## src/rtl/camera_reg_sequencer.sv

```systemverilog
// Sequences the image-sensor register writes: a full init table after reset or soft
// reset, then incremental updates of only those configuration values that changed.
module camera_reg_sequencer #(
  parameter logic [7:0]  SLAVE_ADDR = 8'hBA,
  parameter int unsigned MAX_RETRY  = 3
) (
  input  logic        clk,
  input  logic        reset,
  input  logic [15:0] start_row,
  input  logic [15:0] start_column,
  input  logic [15:0] row_size,
  input  logic [15:0] column_size,
  input  logic [15:0] row_mode,
  input  logic [15:0] column_mode,
  input  logic [15:0] exposure,
  input  logic        cam_soft_reset_n,
  output logic        cmd_valid,
  input  logic        cmd_ready,
  output logic [7:0]  cmd_dev,
  output logic [7:0]  cmd_addr,
  output logic [15:0] cmd_data,
  input  logic        cmd_done,
  input  logic        cmd_nack,
  output logic        busy,
  output logic        cfg_done,
  output logic        cfg_error,
  output logic [2:0]  dbg_state
);

  typedef enum logic [2:0] {
    S_IDLE   = 3'd0,
    S_SELECT = 3'd1,
    S_ISSUE  = 3'd2,
    S_WAIT   = 3'd3,
    S_FINISH = 3'd4
  } state_t;

  state_t      state;
  logic [15:0] cfg_in [7];
  logic [15:0] shadow [7];
  logic [6:0]  dirty;
  logic [6:0]  diff;
  logic [6:0]  clr;
  logic        init_pending;
  logic        full_seq;
  logic        abort;
  logic [3:0]  ptr;
  logic [3:0]  sel_idx;
  logic        sel_found;
  logic [8:0]  want;
  logic [7:0]  sel_addr;
  logic [15:0] sel_data;
  logic [7:0]  retry_cnt;

  // Entries E2..E8 map onto cfg_in[0..6] and their shadows/dirty bits.
  assign cfg_in[0] = start_row;
  assign cfg_in[1] = start_column;
  assign cfg_in[2] = row_size;
  assign cfg_in[3] = column_size;
  assign cfg_in[4] = row_mode;
  assign cfg_in[5] = column_mode;
  assign cfg_in[6] = exposure;

  assign cmd_dev   = SLAVE_ADDR;
  assign busy      = (state != S_IDLE);
  assign dbg_state = state;

  always_comb begin
    diff = '0;
    clr  = '0;
    for (int k = 0; k < 7; k++) begin
      diff[k] = (cfg_in[k] != shadow[k]);
      if (sel_idx == 4'(k + 2)) clr[k] = 1'b1;
    end
  end

  // Lowest candidate at or above ptr; a full sequence takes every entry.
  always_comb begin
    want      = full_seq ? 9'h1FF : {dirty, 2'b00};
    sel_found = 1'b0;
    sel_idx   = 4'd0;
    for (int i = 8; i >= 0; i--) begin
      if (want[i] && (4'(i) >= ptr)) begin
        sel_found = 1'b1;
        sel_idx   = 4'(i);
      end
    end
  end

  always_comb begin
    sel_addr = 8'h00;
    sel_data = 16'h0000;
    case (sel_idx)
      4'd0: begin sel_addr = 8'h0D; sel_data = 16'h0001;  end
      4'd1: begin sel_addr = 8'h0D; sel_data = 16'h0000;  end
      4'd2: begin sel_addr = 8'h01; sel_data = cfg_in[0]; end
      4'd3: begin sel_addr = 8'h02; sel_data = cfg_in[1]; end
      4'd4: begin sel_addr = 8'h03; sel_data = cfg_in[2]; end
      4'd5: begin sel_addr = 8'h04; sel_data = cfg_in[3]; end
      4'd6: begin sel_addr = 8'h22; sel_data = cfg_in[4]; end
      4'd7: begin sel_addr = 8'h23; sel_data = cfg_in[5]; end
      4'd8: begin sel_addr = 8'h09; sel_data = cfg_in[6]; end
      default: begin sel_addr = 8'h00; sel_data = 16'h0000; end
    endcase
  end

  // Command handshake: a write transfers on the rising edge where cmd_valid and
  // cmd_ready are both high; cmd_addr/cmd_data hold steady while cmd_valid waits.
  always_ff @(posedge clk) begin
    if (reset) begin
      state        <= S_IDLE;
      cmd_valid    <= 1'b0;
      cmd_addr     <= 8'h00;
      cmd_data     <= 16'h0000;
      cfg_done     <= 1'b0;
      cfg_error    <= 1'b0;
      retry_cnt    <= 8'd0;
      init_pending <= 1'b1;
      full_seq     <= 1'b0;
      abort        <= 1'b0;
      ptr          <= 4'd0;
      dirty        <= 7'd0;
      for (int k = 0; k < 7; k++) shadow[k] <= cfg_in[k];
    end else begin
      cfg_done <= 1'b0;
      dirty    <= dirty | diff;
      if (!cam_soft_reset_n) init_pending <= 1'b1;
      case (state)
        S_IDLE: begin
          if (cam_soft_reset_n && (init_pending || (|dirty))) begin
            state        <= S_SELECT;
            ptr          <= 4'd0;
            full_seq     <= init_pending;
            init_pending <= 1'b0;
          end
        end
        S_SELECT: begin
          if (!cam_soft_reset_n) begin
            state <= S_IDLE;
          end else if (sel_found) begin
            cmd_addr  <= sel_addr;
            cmd_data  <= sel_data;
            cmd_valid <= 1'b1;
            retry_cnt <= 8'd0;
            ptr       <= sel_idx + 4'd1;
            dirty     <= (dirty | diff) & ~clr;
            for (int k = 0; k < 7; k++) begin
              if (clr[k]) shadow[k] <= cfg_in[k];
            end
            state <= S_ISSUE;
          end else begin
            cfg_done <= 1'b1;
            state    <= S_FINISH;
          end
        end
        S_ISSUE: begin
          // An accepted command must still be waited out, even if soft reset arrives.
          if (cmd_ready) begin
            cmd_valid <= 1'b0;
            abort     <= !cam_soft_reset_n;
            state     <= S_WAIT;
          end else if (!cam_soft_reset_n) begin
            cmd_valid <= 1'b0;
            state     <= S_IDLE;
          end
        end
        S_WAIT: begin
          if (!cam_soft_reset_n) abort <= 1'b1;
          if (cmd_done) begin
            if (abort || !cam_soft_reset_n) begin
              abort <= 1'b0;
              state <= S_IDLE;
            end else if (!cmd_nack) begin
              state <= S_SELECT;
            end else if (retry_cnt < 8'(MAX_RETRY)) begin
              retry_cnt <= retry_cnt + 8'd1;
              cmd_valid <= 1'b1;
              state     <= S_ISSUE;
            end else begin
              cfg_error <= 1'b1;
              state     <= S_SELECT;
            end
          end
        end
        S_FINISH: state <= S_IDLE;
        default:  state <= S_IDLE;
      endcase
    end
  end

endmodule

```

## config.mk

```make
export PLATFORM = sky130hd
export DESIGN_NAME = camera_reg_sequencer
export DESIGN_NICKNAME = d
export VERILOG_FILES = /design/src/rtl/camera_reg_sequencer.sv
export SDC_FILE = /design/constraint.sdc
export NUM_CORES = 1
export LEC_CHECK = 0
export ABC_AREA = 1
export CAP_MARGIN = 25
export CORE_MARGIN = 1
export CORE_UTILIZATION = 49
export CTS_BUF_LIST = sky130_fd_sc_hd__clkbuf_4 sky130_fd_sc_hd__clkbuf_8
export CTS_CLUSTER_SIZE = 30
export DETAILED_ROUTE_END_ITERATION = 6
export MAX_ROUTING_LAYER = met4
export PLACE_DENSITY_LB_ADDON = 0.15
export SETUP_SLACK_MARGIN = 0.15
export SLEW_MARGIN = 5
export SYNTH_ARGS = -nofsm -noshare
export SYNTH_HDL_FRONTEND = slang
export SYNTH_SLANG_ARGS = --single-unit
export TNS_END_PERCENT = 50
```

## constraint.sdc

```tcl
create_clock -name clk -period 3.2 [get_ports clk]
set_input_delay 0.64 -clock clk [delete_from_list [all_inputs] [get_ports clk]]
set_output_delay 0.64 -clock clk [all_outputs]
set_load 0.02 [all_outputs]
```

==> flow_summary_export.csv <==
group,metric,value,unit
setup_path,cp-end-kind,"register",
sta,fin_crit_sh,86.5,%
drt,viasPerCell,5.27,
cells_and_area,layout_common_cells,"nand2_1, clkdlybuf4s50_1, edfxtp_1",
clock_network,clock-root-buffer,"clkbuf_8",
power_and_ir_drop,clkPwrFrac,28.7,%
floorplanning,start_util,50.4,%
floorplanning,dieArea,16900,µm²
clock_network,tritoncts,"built",
sta,fin_crit,2770,ps
sta,finalSetupViolCount,0,
synth,synthCells,888,
grt,grt_pass1_vias,6291,
setup_path,crit_path_start_kind,"register",
place,placed_cell_area,9730,µm²
cells_and_area,layout_commonest_cell,"nand2_1",
sta,setup_tns,0,ps
cells_and_area,antenna_cells,0,
cells_and_area,area_growth,25.8,%
grt,grt_pass1_wl,33600,µm
clock_network,clk_pin_slew_worst_paths,80,ps
place,port_buffers,145,
clock_network,clock-sinks,161,
drt,wl_per_cell,17.1,µm
drt,dr_total_vias,6715,
setup_path,worst_path_largest_cell_delay,490,ps
drt,ant_nets,0,
clock_network,clk_latency,470,ps
grt,grt-ovfl-total,0,
power_and_ir_drop,p_seq_share,48.8,%
cells_and_area,seqCellArea,4340,µm²
sta,relSlewSlack,55.0,%
power_and_ir_drop,comb_power_share,22.5,%
grt,grt_usage,27.9,%
power_and_ir_drop,leakagePower,4.06,nW
synth,async_flop_share,0,%
synth,synth_edf_count,112,
floorplanning,ios,157,
synth,synth_flop_cell,"edfxtp_1",
cells_and_area,multi_input_area,3220,µm²
setup_path,cp_common_cell,"nand2_1",
synth,yosysWarnings,0,
floorplanning,die_x,130,µm
clock_network,h-tree-depth,4,
floorplanning,dieHeight,130,µm
synth,synth_compound_area_share,7.05,%
synth,postSynthAreaPerCell,9.05,µm²
cells_and_area,nNetsFinal,1168,
power_and_ir_drop,netSwitchingFraction,29.8,%
sta,fmax,0.361,GHz
sta,drv_slew,0,
power_and_ir_drop,p_int,0.00351,W
synth,ys_types,39,
synth,ys_seq_elements,161,
hold_path,holdPathEnd,"retry_cnt[7]$_SDFFE_PP0P_",
clock_network,postCtsSetupRepairBufs,0,
sta,hold_viol,0,
power_and_ir_drop,vdd_ir_drop_max,0.339,mV
run_status,outcome,"complete, no violations",
synth,yosys.area_share.xor_xnor,8.72,%
cells_and_area,final_area,10100,µm²
sta,clock_skew,14.6,ps
cells_and_area,drive_above_1_share,6.81,%
synth,ys_seq_area_share,54.1,%
job,maxCapViolations,0,
setup_path,cp_slowest_cell,"ha_1",
hold_path,hold_depth,2,
place,place.gp.congestion,1.00,
sta,worst_pin_slew,672,ps
synth,synth.mux.area_fraction,0,%
cells_and_area,fillers,1372,
grt,grt_max_degree,37,
setup_path,crit_chain,"nor2_1 > nand3_1 > nand2_1 > inv_2 > a21oi_1 > ha_1 > nand2_1 > o21ai_1 > buf_4",
power_and_ir_drop,p_switching,0.00149,W
power_and_ir_drop,power_density,495,nW/µm²
place,hpwl,16700,µm
drt,first_pass_iters,6,
setup_path,crit_type,"reg2reg",
setup_path,reg2reg_from,"ptr[3]$_SDFFE_PP0P_",
grt,antenna_found_initial,0,
synth,synth-adder-area-share,0.779,%
drt,drt_iter0_markers,614,
setup_path,critPathMaxFanout,17,
synth,syn-cell-area,8040,µm²
setup_path,worstReg2RegEnd,"shadow[5][0]$_DFFE_PP_",
synth,synthSimpleGateAreaFrac,22.9,%
power_and_ir_drop,p_total,0.00500,W
setup_path,ff2ff_setup_slack,430,ps
synth,synth_top_family_by_area,"simple AND/OR/NAND/NOR gates",
hold_path,hold_path.class,"reg2reg",
drt,finalWirelength,21800,µm
hold_path,min_from,"retry_cnt[7]$_SDFFE_PP0P_",
sta,grt_setup_unrepaired,"false",
clock_network,cts_buffer_depth,2,
setup_path,worstPathRequired,3350,ps
floorplanning,core_area,15900,µm²
setup_path,arrival,2920,ps
floorplanning,fp-row-count,46,
clock_network,numCtsBuffers,17,
setup_path,reg2regPathDepth,9,
drt,drc,0,
==> final cells by class <==
| cell class | count | share of cell area [%] |
|---|---|---|
| sequential | 161 | 43.0 |
| timing repair buffer | 163 | 15.7 |
| multi-input combinational | 619 | 31.9 |
| clock buffer | 20 | 2.54 |
| tap | 216 | 2.67 |
| clock inverter | 12 | 1.16 |
| inverter | 83 | 3.08 |
==> kinds of logic (layout without fill, tap and decap cells) <==
logic type | Yosys count | in the layout
AOI/OAI and AO/OA | 101 | 101
xor gates and xnor gates | 80 | 80
adders and majority gates | 5 | 5
buffers and inverters | 117 | 278
DFF | 161 | 161
other | 2 | 11
and+or+nand+nor | 422 | 422
==> synthesized netlist by cell type, drive strengths merged (14+ instances only) <==
cell type	n	area (µm²)
xnor2	14	123
nand3	34	183
nor4	17	106
a21oi	34	170
buf	24	163
dfxtp	49	981
nand4	30	194
nor3	14	70.1
o21ai	47	246
nand2	213	807
edfxtp	112	3360
inv	83	312
nor2	103	409
xor2	66	578
==> power groups by stage <==
| stage | Combinational, W | Sequential [W] | Clock (W) |
|---|---|---|---|
| 2_1_floorplan | 0.000635 | 0.00250 | 0 |
| 3_3_place_gp | 0.00110 | 0.00248 | 0 |
| 3_5_place_dp | 0.00111 | 0.00249 | 0 |
| 4_1_cts | 0.00111 | 0.00244 | 0.00146 |
| 5_1_grt | 0.00123 | 0.00245 | 0.00154 |
| 6_report | 0.00112 | 0.00244 | 0.00144 |
==> stage by stage <==
stage	hold WS, ps	utilization [%]	worst slack (ps)	cells
final	440	63.4	431	1274
after detailed placement	428	61.0	419	1242
after CTS	442	63.4	391	1274
after global routing	452	63.4	192	1274
after global placement	427	61.0	596	1242
after floorplan	419	-	76.9	897
==> registers in the layout, indices dropped and copies added (netlist names) <==
name and cells:
cfg_error 1, ptr 4, cfg_done 1, shadow 112
cmd_data 16, dirty 7, dbg_state 3, retry_cnt 8
abort 1, cmd_addr 5, cmd_valid 1, init_pending 1
full_seq 1
==> routing by layer <==
layer | part of all wire (%) | routed length [µm] | track usage (%) | up-vias
met5 | 0 | 0 | - | -
met4 | 1.8 | 401 | 8.48 | 0
met3 | 8.0 | 1740 | 5.29 | 31
met2 | 45 | 9840 | 41.6 | 277
met1 | 45 | 9830 | 38.5 | 3142
li1 | - | - | - | 3265
==> worst max-delay path: cells and delay by family (launching register included) <==
kind            cells  cell delay, ps
fa+ha+maj           1             490
compound gates      2             510
flops               1             360
simple gates        4             690
buf+inv             2             390
==> what timing repair did <==
| action | 4_1_cts | 5_1_grt |
|---|---|---|
| hold buffers | 0 | 0 |
| gates resized for setup | 0 | 1 |
| setup endpoints to repair | 0 | 17 |
==> worst max path at each step <==
stage | startpoint | endpoint
2_1_floorplan | ptr[2]$_SDFFE_PP0P_ | shadow[5][0]$_DFFE_PP_
3_3_place_gp | full_seq$_SDFFE_PP0P_ | shadow[3][4]$_DFFE_PP_
3_5_place_dp | full_seq$_SDFFE_PP0P_ | shadow[3][4]$_DFFE_PP_
4_1_cts | ptr[3]$_SDFFE_PP0P_ | shadow[3][14]$_DFFE_PP_
5_1_grt | ptr[3]$_SDFFE_PP0P_ | cmd_data[5]$_SDFFE_PP0P_
6_report | ptr[3]$_SDFFE_PP0P_ | shadow[5][0]$_DFFE_PP_
Note: power is estimated with default switching activity, not from simulation.
